$ cat src/rtl/fetch_align_buffer.sv
// fetch_align_buffer: instruction fetch queue with halfword alignment.
// It issues one word fetch at a time into a DEPTH-word queue. It then presents
// whole instructions to decode together with their PC.
// Build option: define FAB_COMPRESSED_EN to enable 16/32-bit instruction
// alignment. Without it, every instruction is a 32-bit word.
module fetch_align_buffer #(
    parameter int unsigned DEPTH    = 4,
    parameter logic [31:0] RESET_PC = 32'h0000_0000
) (
    input  logic        clk_i,
    input  logic        rst,
    output logic        mem_req_o,
    output logic [31:0] mem_addr_o,
    input  logic        mem_rvalid_i,
    input  logic [31:0] mem_rdata_i,
    input  logic        redirect_i,
    input  logic [31:0] redirect_pc_i,
    output logic        instr_valid_o,
    input  logic        instr_ready_i,
    output logic [31:0] instr_o,
    output logic [31:0] instr_pc_o,
    output logic        instr_compressed_o
);

    localparam int unsigned AW      = $clog2(DEPTH);
    localparam logic [AW:0] DEPTH_C = (AW+1)'(DEPTH);

    logic [31:0]   mem_q [DEPTH];
    logic [AW-1:0] rd_ptr_q, rd_ptr_d, wr_ptr_q, wr_ptr_d;
    logic [AW:0]   cnt_q, cnt_d;
    logic          outst_q, outst_d;   // a fetch is in flight
    logic          stale_q, stale_d;   // the in-flight fetch predates a redirect
    logic          off_q, off_d;       // 1: head instruction starts at upper halfword
    logic [31:0]   faddr_q, faddr_d;
    logic [31:0]   pc_q, pc_d;

    logic [31:0]   head_w;
    logic          push, fire, pop_w, off_adv, is_c, redir_off;
    logic [31:0]   pc_step, redir_pc;

    assign head_w = mem_q[rd_ptr_q];

`ifdef FAB_COMPRESSED_EN
    localparam logic [31:0] RESET_IPC = {RESET_PC[31:1], 1'b0};
    localparam logic        RESET_OFF = RESET_PC[1];

    logic [31:0] next_w;
    logic [15:0] lo_half;

    assign next_w   = mem_q[rd_ptr_q + AW'(1)];
    assign lo_half  = off_q ? head_w[31:16] : head_w[15:0];
    assign is_c     = (lo_half[1:0] != 2'b11);
    // A 32-bit instruction at the upper halfword also needs the following word.
    assign instr_valid_o = (cnt_q != '0) && (is_c || !off_q || (cnt_q >= (AW+1)'(2)));
    assign instr_o  = is_c  ? {16'h0000, lo_half} :
                      off_q ? {next_w[15:0], head_w[31:16]} : head_w;
    // The head word is used up once an instruction ends at its upper halfword.
    assign pop_w     = !is_c || off_q;
    assign off_adv   = is_c ? !off_q : off_q;
    assign pc_step   = is_c ? 32'd2 : 32'd4;
    assign redir_off = redirect_pc_i[1];
    assign redir_pc  = {redirect_pc_i[31:1], 1'b0};
`else
    localparam logic [31:0] RESET_IPC = {RESET_PC[31:2], 2'b00};
    localparam logic        RESET_OFF = 1'b0;

    logic unused_redir_bits;

    assign unused_redir_bits = ^redirect_pc_i[1:0];
    assign is_c          = 1'b0;
    assign instr_valid_o = (cnt_q != '0);
    assign instr_o       = head_w;
    assign pop_w         = 1'b1;
    assign off_adv       = 1'b0;
    assign pc_step       = 32'd4;
    assign redir_off     = 1'b0;
    assign redir_pc      = {redirect_pc_i[31:2], 2'b00};
`endif

    assign instr_compressed_o = is_c;
    assign instr_pc_o         = pc_q;
    assign mem_addr_o         = faddr_q;
    // Only one fetch may be in flight, and it must have a free queue slot waiting for it.
    assign mem_req_o = rst && !redirect_i && !outst_q && (cnt_q < DEPTH_C);
    assign fire      = instr_valid_o && instr_ready_i;
    // A response is kept only when it answers a request from the current stream.
    assign push      = mem_rvalid_i && outst_q && !stale_q && !redirect_i;

    // Next-state logic: a redirect overrides any handshake or response in the same cycle.
    always_comb begin
        rd_ptr_d = rd_ptr_q;
        wr_ptr_d = wr_ptr_q;
        cnt_d    = cnt_q;
        outst_d  = outst_q;
        stale_d  = stale_q;
        off_d    = off_q;
        faddr_d  = faddr_q;
        pc_d     = pc_q;
        if (redirect_i) begin
            rd_ptr_d = wr_ptr_q;
            cnt_d    = '0;
            outst_d  = outst_q && !mem_rvalid_i;
            stale_d  = outst_q && !mem_rvalid_i;
            off_d    = redir_off;
            faddr_d  = {redirect_pc_i[31:2], 2'b00};
            pc_d     = redir_pc;
        end else begin
            if (mem_rvalid_i && outst_q) begin
                outst_d = 1'b0;
                stale_d = 1'b0;
            end
            if (mem_req_o) begin
                outst_d = 1'b1;
                faddr_d = faddr_q + 32'd4;
            end
            if (push) begin
                wr_ptr_d = wr_ptr_q + AW'(1);
            end
            if (fire) begin
                pc_d  = pc_q + pc_step;
                off_d = off_adv;
                if (pop_w) begin
                    rd_ptr_d = rd_ptr_q + AW'(1);
                end
            end
            case ({push, fire && pop_w})
                2'b10:   cnt_d = cnt_q + (AW+1)'(1);
                2'b01:   cnt_d = cnt_q - (AW+1)'(1);
                default: cnt_d = cnt_q;
            endcase
        end
    end

    // Control state registers.
    always_ff @(posedge clk_i or negedge rst) begin
        if (!rst) begin
            rd_ptr_q <= '0;
            wr_ptr_q <= '0;
            cnt_q    <= '0;
            outst_q  <= 1'b0;
            stale_q  <= 1'b0;
            off_q    <= RESET_OFF;
            faddr_q  <= {RESET_PC[31:2], 2'b00};
            pc_q     <= RESET_IPC;
        end else begin
            rd_ptr_q <= rd_ptr_d;
            wr_ptr_q <= wr_ptr_d;
            cnt_q    <= cnt_d;
            outst_q  <= outst_d;
            stale_q  <= stale_d;
            off_q    <= off_d;
            faddr_q  <= faddr_d;
            pc_q     <= pc_d;
        end
    end

    // Queue storage. It is data only, so it has no reset.
    always_ff @(posedge clk_i) begin
        if (push) begin
            mem_q[wr_ptr_q] <= mem_rdata_i;
        end
    end

endmodule
$ cat config.mk
export PLATFORM = sky130hd
export DESIGN_NAME = fetch_align_buffer
export DESIGN_NICKNAME = d
export VERILOG_FILES = /design/src/rtl/fetch_align_buffer.sv
export SDC_FILE = /design/constraint.sdc
export NUM_CORES = 1
export LEC_CHECK = 0
export ABC_AREA = 1
export CAP_MARGIN = 20
export CORE_MARGIN = 2
export CORE_UTILIZATION = 50
export CTS_CLUSTER_DIAMETER = 150
export DETAILED_ROUTE_END_ITERATION = 12
export PLACE_DENSITY = 0.74
export SLEW_MARGIN = 20
export SYNTH_ARGS = -nofsm -noshare
export SYNTH_HDL_FRONTEND = slang
export SYNTH_SLANG_ARGS = --single-unit
$ cat constraint.sdc
create_clock -name clk_i -period 3.5 [get_ports clk_i]
set_input_delay 0.875 -clock clk_i [delete_from_list [all_inputs] [get_ports clk_i]]
set_output_delay 0.875 -clock clk_i [all_outputs]
set_load 0.02 [all_outputs]
==> results of run 1 <==
==> sequential cells by signal, indices dropped and copies added, names as in the netlist <==
| register | flops |
|---|---|
| rd_ptr_q | 2 |
| cnt_q | 3 |
| outst_q | 1 |
| wr_ptr_q | 2 |
| instr_pc_o | 30 |
| mem_addr_o | 30 |
| mem_q | 128 |
| stale_q | 1 |
==> synth_stat cells, types with 2 or more instances <==
master and n:
buf_2 19, dfrtp_1 69, or2_2 2, nor3b_1 2, nand2_1 231, o21ai_0 96, nand2_2 8, o22ai_1 33
a31oi_1 3, nor2_4 6, ha_1 6, nor2_1 153, nand2_4 2, o211ai_1 7, o21ai_1 2, nand3b_1 8
a22oi_1 3, nor2_2 10, clkbuf_1 16, inv_2 6, inv_1 73, nand3_1 59, o21bai_1 4, nor3_1 10
edfxtp_1 128, xor2_1 10, buf_4 6, o221ai_1 3, nand4_1 10, a21oi_1 39, nand3_2 4
==> power groups by stage <==
stage	logic (W)	registers, W	clock network [W]
floorplan	0.00152	0.00316	0
CTS	0.00297	0.00301	0.00201
global placement	0.00291	0.00306	0
finish	0.00296	0.00302	0.00199
global route	0.00322	0.00306	0.00210
detailed placement	0.00294	0.00306	0
==> metrics by stage <==
| stage | std cells | utilization | setup slack, ns |
|---|---|---|---|
| finish | 1441 | 0.6405 | 0.2394 |
| CTS | 1441 | 0.6405 | 0.2117 |
| floorplan | 1044 | - | 0.4935 |
| detailed placement | 1409 | 0.6076 | 0.4543 |
| global route | 1441 | 0.6405 | 0.09853 |
| global placement | 1409 | 0.6076 | 0.5397 |
==> cells by family (layout without fill, tap and decap cells) <==
group | count (synthesis) | after routing | share of synthesized area
AND/OR/NAND/NOR | 509 | 509 | 0.2333
buffers and inverters | 123 | 286 | 0.05421
other | 1 | 5 | 0.0003915
adder cells (fa/ha/maj) | 7 | 7 | 0.009928
XOR/XNOR | 11 | 11 | 0.01006
AO/OA/AOI/OAI | 192 | 192 | 0.1105
flip-flops | 197 | 197 | 0.5816
==> cell type report <==
type,count,area (um^2)
inverters,79,296.5
clock buffers,17,425.4
fillers,1510,6748
multi-input cells,724,3513
flip-flops and latches,197,5572
clock inverters,15,191.4
well taps,234,292.8
repair buffers,175,1729
==> worst reg2reg max path, cell delays in order, from the launching register on <==
cell	delay, ns
dfrtp_1	0.41
inv_1	0.11
nand3_2	0.10
nand2_2	0.17
inv_2	0.16
nand2_2	0.15
inv_1	0.07
fa_1	0.38
xnor2_1	0.19
xor2_1	0.16
nand2_1	0.06
o21ai_0	0.07
==> worst min-delay path by stage <==
stage / slack (ns) / end / depth (start not counted) / start
floorplan: 0.48 / stale_q$_DFFE_PN0P_ / 2 / stale_q$_DFFE_PN0P_
global placement: 0.50 / stale_q$_DFFE_PN0P_ / 2 / stale_q$_DFFE_PN0P_
detailed placement: 0.52 / stale_q$_DFFE_PN0P_ / 2 / stale_q$_DFFE_PN0P_
CTS: 0.55 / stale_q$_DFFE_PN0P_ / 2 / stale_q$_DFFE_PN0P_
global route: 0.59 / stale_q$_DFFE_PN0P_ / 2 / stale_q$_DFFE_PN0P_
finish: 0.54 / stale_q$_DFFE_PN0P_ / 2 / stale_q$_DFFE_PN0P_
==> per-layer routing <==
| layer | global-route usage | share of wire | vias to the layer above |
|---|---|---|---|
| li1 | - | - | 3827 |
| met1 | 0.3424 | 0.43 | 3656 |
| met2 | 0.3811 | 0.46 | 328 |
| met3 | 0.06326 | 0.088 | 43 |
| met4 | 0.07764 | 0.023 | 0 |
| met5 | 0 | 0 | - |
==> impl_metrics.json, run 1 <==
{
  "period_needed_ns": 3.261,
  "cts_buffers": 17,
  "design_area_um2": 12020,
  "min_path_type": "reg2reg",
  "finalSetupViolCount": 0,
  "ys_ff_latch": 197,
  "cts_root_buffer": "clkbuf_16",
  "drt_first_pass_iters": 5,
  "internal_power_w": 0.004913,
  "crit_path_max_incr_delay_ns": 0.65,
  "status": "finished clean",
  "post_cts_buffers": 0,
  "r2r_end": "cnt_q[2]$_DFFE_PN0P_",
  "synth_edf_count": 128,
  "crit_fanout": 29,
  "path_buf_inv": 2,
  "slew_headroom": 0.3752,
  "port-buffer-count": 160,
  "mostFrequentLayoutCells": "nand2_1, clkdlybuf4s50_1, nor2_1",
  "gp_congestion": 0.8757,
  "startpoint": "rd_ptr_q[0]$_DFFE_PN0N_",
  "power_density_nw_per_um2": 662.9,
  "wl_per_cell_um": 16.94,
  "die_y_um": 142.4,
  "ys_top_cells_by_area": "edfxtp_1, dfrtp_1, nand2_1",
  "cp.required_ns": 2.62,
  "grt_pass1_wl_mm": 38.45,
  "final_max_slew_viol_count": 0,
  "vias_per_cell": 5.450,
  "critical-path-top-delay-family": "buffers and inverters",
  "hold_viol": 0,
  "grt_start_max_net_pins": 70,
  "path_cells": "buf_4 -> o21ai_0 -> o22ai_1 -> clkdlybuf4s50_1",
  "dpl_cell_area_um2": 11400,
  "synth_ff_type": "edfxtp_1",
  "max_freq_mhz": 306.7,
  "post_cts_resized": 0,
  "wirelength_mm": 24.41,
  "cts_tree": "done",
  "synth_top_area_cell": "edfxtp_1",
  "clock_path_buffers": 2,
  "insertion_delay_ns": 0.45,
  "initial_core_util": 0.5103,
  "grt_usage": 0.2458,
  "syn_area_um2": 9578,
  "critPathCaptureType": "output pin",
  "final.setup_skew_ns": 0.01521,
  "cp-endpoint": "instr_o[15]",
  "combPwrFrac": 0.371,
  "synth_cell_type_count": 43,
  "critPathArrivalTime_ns": 2.39,
  "synthToLayoutAreaGrowth_pct": 25.50,
  "drt-initial-drc-count": 693,
  "synthCells": 1040,
  "cts.sinks": 197,
  "antenna_found_initial": 0,
  "cap_violations": 0,
  "n_antenna_cell": 0,
  "worstSetupPathDepth": 4,
  "finalCritPeriodShare": 0.9316,
  "route.detailed.drc": 0,
  "pin_count": 168,
  "die_x_um": 142.4,
  "core_um2": 18770,
  "h-tree-depth": 4,
  "grt_pass1_vias": 7377,
  "clk_pin_slew_ns": 0.08,
  "vias": 7854,
  "dpl.hpwl_mm": 16.42,
  "ff2ff_path_depth": 11,
  "rrSetupSlack_ns": 1.40,
  "postRouteAntennaNets": 0,
  "layout.nets": 1270,
  "leakagePower_nw": 4.688,
  "critPathKind": "reg2out",
  "critPathSlowestCell": "clkdlybuf4s50_1",
  "synth_top_area_frac": 0.4013,
  "start_kind": "flop",
  "die_area_um2": 20280,
  "rsz0062_at_grt": "no",
  "power.total_w": 0.007969,
  "worst_pin_slew_ns": 0.9372,
  "seq_power_share": 0.379,
  "layout_commonest_cell": "nand2_1",
  "timing.hold.ws_ns": 0.5406,
  "async_flop_share": 0.3503,
  "rr_startpoint": "cnt_q[0]$_DFFE_PN0P_",
  "yosysSeqAreaShare": 0.5816,
  "yosysWarnings": 0,
  "drive_gt1_frac": 0.07954,
  "grt_overflow_total": 0,
  "rows": 50,
  "power.switching_w": 0.003055,
  "cts_hold_buf": 0,
  "peakVddDrop_uv": 394.3,
  "clkPwrFrac": 0.250,
  "tns_ns": 0,
  "switching_share": 0.3834,
  "avgSynthCellArea_um2": 9.210
}
(Power assumes the default switching activity.)
==> run 2: changes to the inputs <==
--- a/config.mk
+++ b/config.mk
@@ -6,7 +6,7 @@
 export NUM_CORES = 1
 export LEC_CHECK = 0
 export ABC_AREA = 1
-export CAP_MARGIN = 20
+export CAP_MARGIN = 25
 export CORE_MARGIN = 2
 export CORE_UTILIZATION = 50
 export CTS_CLUSTER_DIAMETER = 150
==> results of run 2 <==
Final layout, timing and power as in run 1 (identical DEF).
==> run 3: changes to the inputs <==
--- a/config.mk
+++ b/config.mk
@@ -12,6 +12,7 @@
 export CTS_CLUSTER_DIAMETER = 150
 export DETAILED_ROUTE_END_ITERATION = 12
 export PLACE_DENSITY = 0.74
+export REMOVE_ABC_BUFFERS = 1
 export SLEW_MARGIN = 20
 export SYNTH_ARGS = -nofsm -noshare
 export SYNTH_HDL_FRONTEND = slang
==> constraint.sdc (replaced) <==
create_clock -name clk_i -period 3.3 [get_ports clk_i]
set_input_delay 0.825 -clock clk_i [delete_from_list [all_inputs] [get_ports clk_i]]
set_output_delay 0.825 -clock clk_i [all_outputs]
set_load 0.02 [all_outputs]
==> run 3 against run 2 <==
  * Cell count grew 0.14%
  * Via count up 1.6%
  * Setup slack worse by 0.022 ns
  * Worst hold slack worse by 0.10 ns
  * Utilization rose by 0.26 points
  * Largest power group unchanged
==> impl_metrics.json, run 3 (synthesized netlist as in run 1, its figures left out) <==
{
  "die_y_um": 142.4,
  "die_area_um2": 20280,
  "min_path_type": "in2async",
  "fin_ws_ns": 0.2170,
  "crit_path_max_incr_delay_ns": 0.64,
  "clkPwrFrac": 0.252,
  "ff2ff_path_depth": 11,
  "port-buffer-count": 160,
  "critPathArrivalTime_ns": 2.26,
  "dp_cells": 1411,
  "internal_power_w": 0.005282,
  "final_max_slew_viol_count": 0,
  "grt_start_max_net_pins": 68,
  "synthToLayoutAreaGrowth_pct": 26.01,
  "grt_usage": 0.2472,
  "critical-path-top-delay-family": "buffers and inverters",
  "timing.hold.ws_ns": 0.4370,
  "drive_gt1_frac": 0.08106,
  "route.detailed.drc": 0,
  "path_cells": "inv_1 -> buf_4 -> o21ai_0 -> o22ai_1 -> clkdlybuf4s50_1",
  "rows": 50,
  "cts_buffers": 17,
  "clk_pin_slew_ns": 0.08,
  "status": "finished clean",
  "rr_startpoint": "cnt_q[0]$_DFFE_PN0P_",
  "cts_tree": "done",
  "layout_commonest_cell": "nand2_1",
  "initial_core_util": 0.5103,
  "insertion_delay_ns": 0.45,
  "seq_power_share": 0.377,
  "hold_viol": 0,
  "final.setup_skew_ns": 0.01678,
  "regMostFlops": "mem_q",
  "finalCritPeriodShare": 0.9342,
  "r2r_end": "cnt_q[2]$_DFFE_PN0P_",
  "worst_pin_slew_ns": 0.6971,
  "finish.utilization": 0.6431,
  "core_um2": 18770,
  "pin_count": 168,
  "path_buf_inv": 3,
  "grt_pass1_vias": 7246,
  "cts_root_buffer": "clkbuf_16",
  "period_needed_ns": 3.083,
  "cp.required_ns": 2.47,
  "critPathKind": "reg2out",
  "combPwrFrac": 0.370,
  "tns_ns": 0,
  "vias": 7983,
  "n_antenna_cell": 0,
  "postRouteAntennaNets": 0,
  "dpl.hpwl_mm": 16.78,
  "slew_headroom": 0.5353,
  "drt-initial-drc-count": 629,
  "wirelength_mm": 24.89,
  "instances_no_fill": 1443,
  "drt_first_pass_iters": 5,
  "power_density_nw_per_um2": 700.8,
  "h-tree-depth": 4,
  "grt_pass1_wl_mm": 38.50,
  "switching_share": 0.3755,
  "power.switching_w": 0.003176,
  "peakVddDrop_uv": 409.0,
  "mostFrequentLayoutCells": "nand2_1, clkdlybuf4s50_1, nor2_1",
  "finalSetupViolCount": 0,
  "largest_reg_flops": 128,
  "crit_fanout": 33,
  "cts_hold_buf": 0,
  "post_cts_buffers": 0,
  "grt_overflow_total": 0,
  "post_cts_resized": 0,
  "die_x_um": 142.4,
  "critPathCaptureType": "output pin",
  "clock_path_buffers": 2,
  "cts.sinks": 197,
  "dp_slack_ns": 0.4101,
  "cap_violations": 0,
  "wl_per_cell_um": 17.25,
  "antenna_found_initial": 0,
  "critPathSlowestCell": "clkdlybuf4s50_1",
  "max_freq_mhz": 324.4,
  "rrSetupSlack_ns": 1.23,
  "rsz0062_at_grt": "no",
  "layout.nets": 1272,
  "gp_congestion": 0.9009,
  "start_kind": "flop",
  "vias_per_cell": 5.532,
  "leakagePower_nw": 4.712
}
run 3: power groups by stage:
stage | Clock (W) | Combinational, W | Sequential, W
3_5_place_dp | 0 | 0.00313 | 0.00324
2_1_floorplan | 0 | 0.00145 | 0.00342
4_1_cts | 0.00217 | 0.00314 | 0.00319
6_report | 0.00214 | 0.00313 | 0.00319
5_1_grt | 0.00226 | 0.00339 | 0.00323
3_3_place_gp | 0 | 0.00308 | 0.00323
run 3: worst max path at each step:
| stage | from | end | depth (start not counted) |
|---|---|---|---|
| after global placement | mem_rvalid_i | cnt_q[2]$_DFFE_PN0P_ | 11 |
| after global routing | rd_ptr_q[1]$_DFFE_PN0N_ | instr_o[5] | 5 |
| final | rd_ptr_q[1]$_DFFE_PN0N_ | instr_o[5] | 5 |
| after detailed placement | mem_rvalid_i | cnt_q[2]$_DFFE_PN0P_ | 11 |
| after floorplan | rd_ptr_q[0]$_DFFE_PN0N_ | instr_o[0] | 3 |
| after CTS | rd_ptr_q[1]$_DFFE_PN0N_ | instr_o[5] | 5 |
run 3: per-layer routing:
metal | part of all wire | global-route usage | vias up
met1 | 0.43 | 0.3400 | 3817
met3 | 0.069 | 0.03668 | 40
met4 | 0.025 | 0.08911 | 0
li1 | - | - | 3842
met5 | 0 | 0 | -
met2 | 0.48 | 0.4027 | 284
run 3: layout make-up:
cell class	count	area (um^2)
Fill cell	1564	6699
Sequential cell	197	5572
Multi-Input combinational cell	724	3513
Timing Repair Buffer	177	1782
Clock buffer	17	425.4
Inverter	79	296.5
Tap cell	234	292.8
Clock inverter	15	187.7
run 3: stage by stage:
step           area [um^2]  power (W)
6_report             12070   0.008458
5_1_grt              12070   0.008882
4_1_cts              12070   0.008502
3_5_place_dp         11460   0.006366
3_3_place_gp         11460   0.006309
2_1_floorplan         9370   0.004872
run 3: worst reg2reg max path, stage by stage, from the launching register on:
cell	delay, ns
dfrtp_1	0.40
inv_1	0.11
nand3_2	0.09
nand2_2	0.16
inv_2	0.17
nand2_2	0.14
inv_1	0.06
fa_1	0.37
xnor2_1	0.14
xor2_1	0.16
nand2_1	0.06
o21ai_0	0.09
